### config.mk
export PLATFORM = sky130hd
export DESIGN_NAME = bcd_scoreboard
export DESIGN_NICKNAME = d
export VERILOG_FILES = /design/src/rtl/bcd_scoreboard.sv
export SDC_FILE = /design/constraint.sdc
export NUM_CORES = 1
export LEC_CHECK = 0
export CORE_ASPECT_RATIO = 1.5
export CORE_MARGIN = 4
export CORE_UTILIZATION = 30
export DETAILED_ROUTE_END_ITERATION = 8
export PLACE_DENSITY = 0.67
export SETUP_SLACK_MARGIN = 0.1
export SLEW_MARGIN = 20
export SYNTH_ARGS = -nofsm -noshare
export SYNTH_HDL_FRONTEND = slang
export SYNTH_SLANG_ARGS = --single-unit
### constraint.sdc
create_clock -name clk -period 6 [get_ports clk]
set_input_delay 0.9 -clock clk [delete_from_list [all_inputs] [get_ports clk]]
set_output_delay 0.9 -clock clk [all_outputs]
set_load 0.01 [all_outputs]
### src/rtl/bcd_scoreboard.sv
// ---------------------------------------------------------------------------
// bcd_scoreboard
//
// Multi-digit packed-BCD score accumulator. Each enabled cycle, add_amt (BCD
// 0-9) is added to the least-significant digit. Carries ripple through every
// digit within the same clock. At full scale the score either wraps modulo
// 10^DIGITS (SATURATE = 0) or holds at all nines (SATURATE = 1). Either way
// a one-cycle overflow pulse is produced.
//
// Optional feature: define SCORE_HISCORE_EN to build the high-score tracker.
// When the macro is undefined, hiscore and new_high are tied to 0.
//
// Parameters:
//   DIGITS    number of BCD digits, 1-8
//   SATURATE  0 = wrap at full scale, 1 = saturate at all nines
//
// Ports:
//   clk        system clock, rising edge
//   reset      synchronous active-high reset; clears all state
//   clear      synchronous score clear; the high score is kept
//   add_valid  add add_amt to the score this cycle
//   add_amt    BCD amount 0-9; values 10-15 are rejected
//   bcd        current score, packed BCD, digit 0 in [3:0]
//   overflow   one-cycle pulse: the last add exceeded 10^DIGITS - 1
//   bad_amt    one-cycle pulse: an add with an illegal amount was rejected
//   hiscore    high score, packed BCD (0 when the feature is compiled out)
//   new_high   one-cycle pulse: hiscore was updated (0 when compiled out)
// ---------------------------------------------------------------------------
module bcd_scoreboard #(
  parameter int DIGITS   = 4,
  parameter bit SATURATE = 1'b0
) (
  input  logic                clk,
  input  logic                reset,
  input  logic                clear,
  input  logic                add_valid,
  input  logic [3:0]          add_amt,
  output logic [4*DIGITS-1:0] bcd,
  output logic                overflow,
  output logic                bad_amt,
  output logic [4*DIGITS-1:0] hiscore,
  output logic                new_high
);

  localparam int W = 4 * DIGITS;

  logic [W-1:0] sum_bcd;
  logic         carry_out;
  logic [W-1:0] next_score;
  logic         amt_legal;

  // Single-cycle ripple adder across all digits. Only digit 0 receives the
  // amount; the higher digits see nothing but the incoming carry.
  // NOTE: all outputs get defaults before the loop, so no latch is inferred.
  // The blocking '=' on s and c is intentional: each iteration reads the
  // carry that the previous digit just produced.
  always_comb begin
    logic [4:0] s;
    logic       c;
    sum_bcd = '0;
    s       = '0;
    c       = 1'b0;
    for (int i = 0; i < DIGITS; i++) begin
      s = {1'b0, bcd[4*i +: 4]} + {4'b0000, c} + ((i == 0) ? {1'b0, add_amt} : 5'd0);
      if (s > 5'd9) begin
        sum_bcd[4*i +: 4] = 4'(s - 5'd10);
        c                 = 1'b1;
      end else begin
        sum_bcd[4*i +: 4] = s[3:0];
        c                 = 1'b0;
      end
    end
    carry_out = c;
  end

  assign amt_legal  = (add_amt <= 4'd9);
  assign next_score = (SATURATE && carry_out) ? {DIGITS{4'h9}} : sum_bcd;

  // Pulses default low every cycle and are raised only by the add path, so
  // clear and reset can never leave a stale pulse behind.
  // NOTE: sequential state uses non-blocking '<=' so every register samples
  // pre-edge values, whatever order the statements appear in.
  always_ff @(posedge clk) begin
    if (reset) begin
      bcd      <= '0;
      overflow <= 1'b0;
      bad_amt  <= 1'b0;
    end else begin
      overflow <= 1'b0;
      bad_amt  <= 1'b0;
      if (clear) begin
        bcd <= '0;
      end else if (add_valid) begin
        if (!amt_legal) begin
          bad_amt <= 1'b1;
        end else begin
          bcd      <= next_score;
          overflow <= carry_out;
        end
      end
    end
  end

`ifdef SCORE_HISCORE_EN
  // The high score follows the registered score, so it lags bcd by one
  // cycle. An unsigned compare of packed BCD matches numeric order.
  logic [W-1:0] hiscore_q;
  logic         new_high_q;

  always_ff @(posedge clk) begin
    if (reset) begin
      hiscore_q  <= '0;
      new_high_q <= 1'b0;
    end else begin
      new_high_q <= 1'b0;
      if (bcd > hiscore_q) begin
        hiscore_q  <= bcd;
        new_high_q <= 1'b1;
      end
    end
  end

  assign hiscore  = hiscore_q;
  assign new_high = new_high_q;
`else
  assign hiscore  = '0;
  assign new_high = 1'b0;
`endif

endmodule

Word-level counts from Yosys, hierarchy flattened. Cells that the tools add are included.

Flip-flop bits (word level): 18. Bits in latches: 0. Memory bits (writable): 0. Memory bits (read-only): 0. Output and inout bits: 35. Word-level logic and storage cells: 31. Memories: 0.

$add $sub $neg: 8. Multipliers: 0. Div/mod/pow operators: 0. Order comparisons: 5. Equal/unequal tests: 0. Shifts and indexed selects: 0. Multiplexer cells: 9. Bitwise logic cells: 2. Reductions and logical operators: 4.

Operators with widths (number): greater-than comparator 5 x 4 -> 1 bit (second input constant) (4); two-way mux 4 bit (4); subtractor 4 bit (second input constant) (4); adder 4 x 1 -> 5 bit (3); adder 4 x 4 -> 5 bit (1); two-way mux 1 bit (5); <= comparator 4 bit (second input constant) (1); OR reduction 4 bit (1); OR reduction 3 bit (1); inverter 1 bit (2); AND reduction 2 bit (1); OR reduction 2 bit (1).

Depth between registers and ports, before layout. Gate-level depths: netlist (run 1).

Depth in word-level cells: 12. Depth in mapped cells: 31. Depth with buffers taken out: 31.

Worst setup path before layout (run 1). OpenSTA, ideal clock, no wires.

Path kind: input -> register. From: input add_amt[0]. To: register bcd[13]. Setup time: 119 ps. Arrival time: 6312 ps. Slack: -431 ps. Cell stages on the path: 29. Buffers on the path: 0. Path through: ha_1 > inv_1 > fa_1 > xor2_1 > ha_1 > a21boi_0 > o31ai_1 > ha_1 > ha_1 > xnor2_1 > ha_1 > inv_1 > a31oi_1 > inv_1 > ha_1 > ha_1 > xnor2_1 > ha_1 > nand2b_1 > a31o_2 > or2_2 > ha_1 > ha_1 > xnor2_1 > ha_1 > nand2b_1 > a31o_2 > o21ai_0 > a21oi_1.

Longest elaborated chain between the ends: 12.

RTL lines: start: declaration (line 37) `input logic [3:0] add_amt,`; adder 4 x 4 -> 5 bit (line 64) `s = {1'b0, bcd[4*i +: 4]} + {4'b0000, c} + ((i == 0) ? {1'b0, add_amt} : 5'd0);`; greater-than comparator 5 x 4 -> 1 bit (line 65) `if (s > 5'd9) begin`; two-way mux 1 bit (line 65); adder 4 x 1 -> 5 bit (line 64); greater-than comparator 5 x 4 -> 1 bit (line 65); two-way mux 1 bit (line 65); adder 4 x 1 -> 5 bit (line 64); greater-than comparator 5 x 4 -> 1 bit (line 65); two-way mux 1 bit (line 65); adder 4 x 1 -> 5 bit (line 64); subtractor 4 bit / greater-than comparator 5 x 4 -> 1 bit (equally long branches) (line 66, 65); two-way mux 4 bit (line 65); end signal: assignment (line 97) `bcd <= next_score;`; end: declaration (line 38) `output logic [4*DIGITS-1:0] bcd,`.

Parallel ways exist; a longest one is shown, timed or not. A chain may end at the register's enable or synchronous reset.

Worst setup path in the final report (run 1).
From: input add_amt[0]. To: register overflow.

Longest elaborated chain between the ends: 12.

RTL lines: adder 4 x 4 -> 5 bit (line 64); greater-than comparator 5 x 4 -> 1 bit (line 65); two-way mux 1 bit (line 65); adder 4 x 1 -> 5 bit (line 64); greater-than comparator 5 x 4 -> 1 bit (line 65); two-way mux 1 bit (line 65); adder 4 x 1 -> 5 bit (line 64); greater-than comparator 5 x 4 -> 1 bit (line 65); two-way mux 1 bit (line 65); adder 4 x 1 -> 5 bit (line 64); greater-than comparator 5 x 4 -> 1 bit (line 65); two-way mux 1 bit (line 65); end signal: assignment (line 98) `overflow <= carry_out;`; end: declaration (line 39) `output logic overflow,`.

Parallel ways exist; a longest one is shown, timed or not.

==> impl_metrics.prom, run 1 <==
# TYPE chip_impl_metric gauge
chip_impl_info{name="outcome",value="complete, no violations"} 1
chip_impl_metric{name="layout.filler_cells",unit=""} 497
chip_impl_metric{name="detail-route-antenna-nets",unit=""} 0
chip_impl_metric{name="netlist_instances",unit=""} 209
chip_impl_metric{name="synth.lib_cells_used.distinct",unit=""} 43
chip_impl_metric{name="floorplan.initialDensity",unit="%"} 30.86
chip_impl_metric{name="maxCapViolations",unit=""} 0
chip_impl_metric{name="grt_pass1_wl",unit="um"} 7734
chip_impl_metric{name="hold_ws",unit="ns"} 0.4856
chip_impl_metric{name="p_comb_share",unit="%"} 42.2
chip_impl_metric{name="antenna-diode-count",unit=""} 0
chip_impl_metric{name="dieArea",unit="um2"} 6522
chip_impl_metric{name="period_needed",unit="ns"} 5.861
chip_impl_metric{name="finClkSkew",unit="ns"} 0.004440
chip_impl_metric{name="seq_area_frac_synth",unit="%"} 22.78
chip_impl_metric{name="avgSynthCellArea",unit="um2"} 7.567
chip_impl_info{name="synth_area_leaders",value="dfxtp_1, ha_1, buf_4"} 1
chip_impl_metric{name="vias_in_the_first_global_route",unit=""} 1732
chip_impl_metric{name="cp_data_arrival_time",unit="ns"} 5.98
chip_impl_metric{name="reg2reg_slack",unit="ns"} 0.42
chip_impl_metric{name="grt_antenna_before_repair",unit=""} 0
chip_impl_metric{name="power.switching",unit="mW"} 0.1148
chip_impl_metric{name="peakVddDrop",unit="uV"} 97.31
chip_impl_metric{name="postSynthRegisterBits",unit=""} 18
chip_impl_metric{name="ios",unit=""} 43
chip_impl_info{name="critPathKind",value="in -> reg"} 1
chip_impl_metric{name="power.clock.fraction",unit="%"} 23.7
chip_impl_metric{name="vias",unit=""} 1816
chip_impl_info{name="cts_tree",value="built"} 1
chip_impl_metric{name="cts_inserted_buffers",unit=""} 3
chip_impl_info{name="reg2reg_to",value="overflow"} 1
chip_impl_metric{name="via_per_inst",unit=""} 4.989
chip_impl_metric{name="maxClockFrequency",unit="MHz"} 170.6
chip_impl_metric{name="grt_max_degree",unit=""} 19
chip_impl_metric{name="leakage",unit="nW"} 1.073
chip_impl_metric{name="routed_wirelength",unit="um"} 5160
chip_impl_metric{name="hpwl",unit="um"} 3110
chip_impl_metric{name="path_max_fanout",unit=""} 4
chip_impl_metric{name="detail_route.drc_violations",unit=""} 0
chip_impl_metric{name="cts_htree_levels",unit=""} 1
chip_impl_metric{name="yosys_warnings",unit=""} 0
chip_impl_metric{name="max-slew-margin-rel",unit="%"} 31.96
chip_impl_metric{name="worst_slew_pin_slew",unit="ns"} 1.017
chip_impl_metric{name="final-max-slew-violation-count",unit=""} 0
chip_impl_metric{name="finalCritPeriodShare",unit="%"} 97.68
chip_impl_metric{name="cts.path.max_buffers",unit=""} 2
chip_impl_metric{name="grt_use_total",unit="%"} 14.99
chip_impl_metric{name="setup_slack",unit="ns"} 0.1394
chip_impl_metric{name="total_power",unit="mW"} 0.3719
chip_impl_info{name="critical_path.startpoint",value="add_amt[0]"} 1
chip_impl_info{name="timing.critical_path.to_type",value="register"} 1
chip_impl_metric{name="drive_gt1_share",unit="%"} 39.19
chip_impl_metric{name="std_cell_rows",unit=""} 32
chip_impl_metric{name="clk-insertion-delay-late",unit="ns"} 0.26
chip_impl_metric{name="reg2reg_depth",unit=""} 29
chip_impl_metric{name="synth_enable_flop_cells",unit=""} 0
chip_impl_metric{name="timing.hold.worst_path_depth",unit=""} 2
chip_impl_metric{name="port_buffers",unit=""} 25
chip_impl_info{name="post-synth-top-area-cell",value="dfxtp_1"} 1
chip_impl_metric{name="seqPwrFrac",unit="%"} 34.1
chip_impl_metric{name="holdBufCountCts",unit=""} 0
chip_impl_info{name="critPathCapture",value="overflow"} 1
chip_impl_metric{name="internal_dissipation",unit="mW"} 0.2571
chip_impl_metric{name="finalNetCount",unit=""} 322
chip_impl_metric{name="floorplan.die.height",unit="um"} 96.93
chip_impl_metric{name="final-hold-violation-count",unit=""} 0
chip_impl_metric{name="dp_worst_setup_slack",unit="ns"} -0.6523
chip_impl_info{name="worst_setup_start_kind",value="input pin"} 1
chip_impl_metric{name="flow.area_growth_from_synthesis",unit="%"} 66.85
chip_impl_metric{name="synth_area",unit="um2"} 1582
chip_impl_info{name="critical-path-top-cell-by-count",value="ha_4"} 1
chip_impl_info{name="library_cell_contributing_the_largest_single_delay_on_the_critical_path",value="fa_2"} 1
chip_impl_info{name="grt_setup_unrepaired",value="yes"} 1
chip_impl_info{name="startpoint_of_the_worst_register_to_register_path",value="bcd[0]"} 1
chip_impl_info{name="clk_root_buffer_cell",value="clkbuf_8"} 1
chip_impl_metric{name="clock_sink_count",unit=""} 18
chip_impl_metric{name="final_util",unit="%"} 51.49
chip_impl_metric{name="report.final.setup_viol",unit=""} 0
chip_impl_metric{name="first_pass_iters",unit=""} 4
chip_impl_metric{name="detailedRoute.firstIterationViolations",unit=""} 118
chip_impl_metric{name="sw_share",unit="%"} 30.88
chip_impl_metric{name="wire_per_inst",unit="um"} 14.18
chip_impl_metric{name="worst_ep_required_time",unit="ns"} 6.12
chip_impl_metric{name="global_placer_s_final_weighted_congestion",unit=""} 0.8520
chip_impl_metric{name="core_area",unit="um2"} 5125
chip_impl_info{name="worst_hold_path_type",value="reg -> reg"} 1
chip_impl_metric{name="die_x",unit="um"} 67.29
chip_impl_metric{name="p_per_area",unit="nW/um2"} 140.9
chip_impl_metric{name="timing.critical_path.slowest_cell_delay",unit="ns"} 0.43
chip_impl_metric{name="overflow",unit=""} 0
chip_impl_info{name="synth_flop_cell",value="dfxtp_1"} 1
chip_impl_info{name="synth.top_cells.by_count",value="a21oi_1, nand2_1, buf_4, dfxtp_1, nor2_1"} 1
chip_impl_metric{name="post-synth-top-area-fraction",unit="%"} 22.78
chip_impl_metric{name="cts.reportedPaths.clkPinSlew",unit="ns"} 0.07
chip_impl_metric{name="synth_async_sr_flop_share",unit="%"} 0
[timing repair]
action,in CTS,in global routing
resized for setup,13,21
setup buffers,27,9
endpoints found under the hold margin,0,0
pin swaps,17,21
setup endpoints to repair,4,6
cloned,0,0
[how the worst min path moves through the flow]
stage / from / endpoint / slack (ns)
2_1_floorplan: bcd[0] / bcd[0] / 0.50
3_3_place_gp: bcd[0] / bcd[0] / 0.48
3_5_place_dp: bcd[0] / bcd[0] / 0.48
4_1_cts: bcd[4] / bcd[4] / 0.49
5_1_grt: bcd[4] / bcd[4] / 0.52
6_report: bcd[4] / bcd[4] / 0.49
[layer usage]
| metal | track usage, % | wire length (um) | up-vias | share of wire (%) |
|---|---|---|---|---|
| met5 | 0 | 0 | - | 0 |
| li1 | - | - | 881 | - |
| met3 | 1.278 | 169 | 19 | 3.3 |
| met2 | 26.97 | 2806 | 58 | 54 |
| met4 | 7.969 | 180 | 0 | 3.5 |
| met1 | 16.55 | 2003 | 858 | 39 |
[layout make-up]
class | count | area [um2] | area share, %
timing repair buffer | 94 | 770.7 | 29.21
tap | 68 | 85.08 | 3.224
clock buffer | 3 | 41.29 | 1.565
inverter | 11 | 41.29 | 1.565
multi-input combinational | 170 | 1340 | 50.78
sequential | 18 | 360.3 | 13.66
[metrics by stage]
stage | instances | instance area, um2 | TNS, ns
6_report | 364 | 2639 | 0
5_1_grt | 364 | 2639 | -0.2027
4_1_cts | 356 | 2481 | 0
3_5_place_dp | 326 | 2186 | -2.486
3_3_place_gp | 326 | 2186 | -2.065
2_1_floorplan | 225 | 1763 | 0
[power by group through the flow]
stage               sequential [mW]  combinational (mW)  clock [mW]
floorplan                     0.129              0.0578           0
finish                        0.127               0.157      0.0881
detailed placement            0.129              0.0840           0
CTS                           0.127               0.135      0.0874
global route                  0.127               0.169      0.0919
global placement              0.129              0.0825           0
[worst max-delay path: cells and delay by family]
family / cells / cell delay [ns]
AO/OA/AOI/OAI: 5 / 1.08
XOR/XNOR: 4 / 0.71
buffers and inverters: 4 / 0.25
adder cells (fa/ha/maj): 12 / 2.50
AND/OR/NAND/NOR: 5 / 0.56
[cell usage in the layout, fill, tap and decap left out, types with 2 or more instances in the layout]
cell / instances
ha_2: 6
or4_1: 2
or3_1: 2
ha_1: 2
nand2_1: 19
o211ai_1: 2
nand2b_4: 2
dfxtp_1: 18
nand3b_1: 2
nand2b_1: 2
a31o_4: 2
a21oi_1: 18
buf_4: 69
clkbuf_8: 3
ha_4: 7
o21ai_0: 10
clkdlybuf4s50_1: 22
conb_1: 17
a21oi_2: 2
xnor2_1: 3
a31oi_1: 4
inv_2: 5
nor2_1: 15
xnor2_2: 3
o21bai_1: 4
a211oi_1: 2
o21ai_1: 2
and3_1: 2
inv_1: 6
o31a_1: 2
a211o_1: 3
or2_2: 2
nand3_1: 7
[state kept, by name, summed over array words and instances, names as in the netlist]
register / count
bcd: 16
bad_amt: 1
overflow: 1
[logic make-up after synthesis]
| logic type | count (synthesis) | synth area share, % |
|---|---|---|
| AOI/OAI and AO/OA | 61 | 24.61 |
| xor gates and xnor gates | 9 | 4.984 |
| adders and majority gates | 16 | 13.13 |
| buffers and inverters | 37 | 13.21 |
| DFF | 18 | 22.79 |
| other | 1 | 0.2371 |
| and+or+nand+nor | 67 | 21.04 |
Note: power is estimated with default switching activity, not from simulation.
==> run 2, diff against run 1 <==
--- a/config.mk
+++ b/config.mk
@@ -6,10 +6,9 @@
 export NUM_CORES = 1
 export LEC_CHECK = 0
 export CORE_ASPECT_RATIO = 1.5
-export CORE_MARGIN = 4
 export CORE_UTILIZATION = 30
 export DETAILED_ROUTE_END_ITERATION = 8
-export PLACE_DENSITY = 0.67
+export PLACE_DENSITY = 0.65
 export SETUP_SLACK_MARGIN = 0.1
 export SLEW_MARGIN = 20
 export SYNTH_ARGS = -nofsm -noshare
==> constraint.sdc (replaced) <==
create_clock -name clk -period 5.8 [get_ports clk]
set_input_delay 0.87 -clock clk [delete_from_list [all_inputs] [get_ports clk]]
set_output_delay 0.87 -clock clk [all_outputs]
set_load 0.01 [all_outputs]
==> run 2 against run 1 <==
Compared with the run above:
- count of clock-buffer cells in the layout increased by 1
- die area down 15%
- cell area down 7.9%
- critical endpoint is now bcd[14]
==> impl_metrics.prom, run 2 (synthesis results as in run 1) <==
# TYPE chip_impl_metric gauge
chip_impl_metric{name="final-max-slew-violation-count",unit=""} 0
chip_impl_metric{name="overflow",unit=""} 0
chip_impl_metric{name="antenna-diode-count",unit=""} 0
chip_impl_metric{name="std_cell_rows",unit=""} 32
chip_impl_metric{name="internal_dissipation",unit="mW"} 0.2387
chip_impl_metric{name="report.final.setup_viol",unit=""} 0
chip_impl_metric{name="ios",unit=""} 43
chip_impl_metric{name="finalCritPeriodShare",unit="%"} 95.67
chip_impl_metric{name="dieArea",unit="um2"} 5572
chip_impl_metric{name="p_per_area",unit="nW/um2"} 140.4
chip_impl_metric{name="maxCapViolations",unit=""} 0
chip_impl_metric{name="finClkSkew",unit="ns"} 0.001562
chip_impl_info{name="critPathKind",value="in -> reg"} 1
chip_impl_metric{name="cts.reportedPaths.clkPinSlew",unit="ns"} 0.07
chip_impl_metric{name="path_max_fanout",unit=""} 4
chip_impl_metric{name="fin_setup_tns",unit="ns"} 0
chip_impl_metric{name="power.clock.fraction",unit="%"} 30.9
chip_impl_metric{name="detail-route-antenna-nets",unit=""} 0
chip_impl_metric{name="via_per_inst",unit=""} 4.988
chip_impl_metric{name="detail_route.drc_violations",unit=""} 0
chip_impl_info{name="commonest_non_fill_non_tap_cell_in_the_layout",value="buf_4"} 1
chip_impl_info{name="grt_setup_unrepaired",value="yes"} 1
chip_impl_metric{name="global_placer_s_final_weighted_congestion",unit=""} 0.8273
chip_impl_metric{name="grt_antenna_before_repair",unit=""} 0
chip_impl_metric{name="final-hold-violation-count",unit=""} 0
chip_impl_info{name="startpoint_of_the_worst_register_to_register_path",value="bcd[0]"} 1
chip_impl_metric{name="clock_sink_count",unit=""} 18
chip_impl_metric{name="detailedRoute.firstIterationViolations",unit=""} 37
chip_impl_metric{name="worst_slew_pin_slew",unit="ns"} 1.041
chip_impl_metric{name="wire_per_inst",unit="um"} 12.87
chip_impl_info{name="timing.critical_path.to_type",value="register"} 1
chip_impl_metric{name="worst_ep_required_time",unit="ns"} 5.95
chip_impl_metric{name="grt_pass1_wl",unit="um"} 6975
chip_impl_metric{name="leakage",unit="nW"} 0.9306
chip_impl_info{name="critical_path.startpoint",value="add_amt[0]"} 1
chip_impl_metric{name="vias_in_the_first_global_route",unit=""} 1635
chip_impl_metric{name="grt_max_degree",unit=""} 19
chip_impl_metric{name="seqPwrFrac",unit="%"} 38.6
chip_impl_metric{name="peakVddDrop",unit="uV"} 96.33
chip_impl_metric{name="timing.critical_path.slowest_cell_delay",unit="ns"} 0.40
chip_impl_metric{name="power.switching",unit="mW"} 0.1027
chip_impl_info{name="critical-path-top-cell-by-count",value="ha_4"} 1
chip_impl_metric{name="clk-insertion-delay-late",unit="ns"} 0.25
chip_impl_info{name="regMostFlops",value="bcd"} 1
chip_impl_info{name="cts_tree",value="built"} 1
chip_impl_info{name="reg_top3",value="bcd: 16 flops, bad_amt: 1 flops, overflow: 1 flops"} 1
chip_impl_metric{name="max-slew-margin-rel",unit="%"} 30.35
chip_impl_metric{name="die_x",unit="um"} 61.29
chip_impl_metric{name="vias",unit=""} 1671
chip_impl_metric{name="sw_share",unit="%"} 30.08
chip_impl_metric{name="finalNetCount",unit=""} 292
chip_impl_info{name="clk_root_buffer_cell",value="clkbuf_8"} 1
chip_impl_metric{name="port_buffers",unit=""} 25
chip_impl_info{name="hold_start",value="bcd[4]"} 1
chip_impl_info{name="mostFrequentLayoutCells",value="buf_4, clkdlybuf4s50_1, nand2_1, dfxtp_1, conb_1"} 1
chip_impl_metric{name="routed_wirelength",unit="um"} 4310
chip_impl_metric{name="maxClockFrequency",unit="MHz"} 180.2
chip_impl_metric{name="first_pass_iters",unit=""} 4
chip_impl_metric{name="floorplan.initialDensity",unit="%"} 30.86
chip_impl_metric{name="grt_use_total",unit="%"} 16.19
chip_impl_metric{name="floorplan.die.height",unit="um"} 90.93
chip_impl_metric{name="reg2reg_depth",unit=""} 31
chip_impl_metric{name="hpwl",unit="um"} 3106
chip_impl_metric{name="final_util",unit="%"} 47.44
chip_impl_metric{name="cts_htree_levels",unit=""} 1
chip_impl_metric{name="flow.area_growth_from_synthesis",unit="%"} 53.72
chip_impl_metric{name="cts_inserted_buffers",unit=""} 3
chip_impl_info{name="worst_setup_start_kind",value="input pin"} 1
chip_impl_metric{name="cp_data_arrival_time",unit="ns"} 5.70
chip_impl_metric{name="largest_register_ff_count",unit=""} 16
chip_impl_metric{name="period_needed",unit="ns"} 5.549
chip_impl_metric{name="core_area",unit="um2"} 5125
chip_impl_metric{name="holdBufCountCts",unit=""} 0
chip_impl_metric{name="drive_gt1_share",unit="%"} 32.96
chip_impl_info{name="outcome",value="complete, no violations"} 1
chip_impl_info{name="worst_hold_path_type",value="reg -> reg"} 1
chip_impl_info{name="library_cell_contributing_the_largest_single_delay_on_the_critical_path",value="fa_2"} 1
chip_impl_metric{name="timing.hold.worst_path_depth",unit=""} 2
chip_impl_metric{name="cts.path.max_buffers",unit=""} 2
chip_impl_metric{name="p_comb_share",unit="%"} 30.5
==> run 2: power groups by stage <==
stage	registers (mW)	logic [mW]	clock network, mW
floorplan	0.134	0.0605	0
global placement	0.134	0.0878	0
detailed placement	0.134	0.0896	0
CTS	0.132	0.0976	0.108
global route	0.132	0.113	0.113
finish	0.132	0.104	0.106
==> run 2: timing repair <==
item	CTS	global route
pin swaps	19	8
hold endpoints to repair	0	0
setup endpoints to repair	4	4
setup buffers	4	2
resized for setup	23	10
==> run 2: per-layer routing <==
metal  part of all wire, %  global-route usage (%)  up-vias
met5                     0                       0        -
met4                   2.3                   7.197        0
met3                   3.7                  0.7163       11
met2                    55                   29.71       50
met1                    39                   18.02      786
li1                      -                       -      824
==> run 2: final timing paths <==
path / endpoint / slack [ns]
max reg2reg: bcd[14] / 0.50
min reg2reg: bcd[4] / 0.51
min: bcd[4] / 0.51
max: bcd[14] / 0.25
==> run 2: cell type report <==
| class | instances | area, um2 |
|---|---|---|
| Fill cell | 521 | 2694 |
| Inverter | 11 | 41.29 |
| Clock buffer | 4 | 55.05 |
| Timing Repair Buffer | 64 | 541.8 |
| Tap cell | 68 | 85.08 |
| Multi-Input combinational cell | 170 | 1348 |
| Sequential cell | 18 | 360.3 |
==> run 2: critical path: cells and delay by family <==
kind / cells / cell delay (ns)
compound gates: 7 / 1.02
xor+xnor: 4 / 0.61
fa+ha+maj: 12 / 2.37
buf+inv: 5 / 0.36
simple gates: 4 / 0.46
==> run 2: through the flow <==
step	cell area, um2	hold WS [ns]	setup slack, ns	instances	total power, mW
global route	2431	0.5308	0.04884	335	0.3591
detailed placement	2191	0.4987	-0.7297	325	0.2237
global placement	2191	0.4900	-0.6699	325	0.2218
floorplan	1775	0.4982	-0.02725	225	0.1942
finish	2431	0.5078	0.2510	335	0.3414
CTS	2362	0.5159	0.1815	333	0.3369
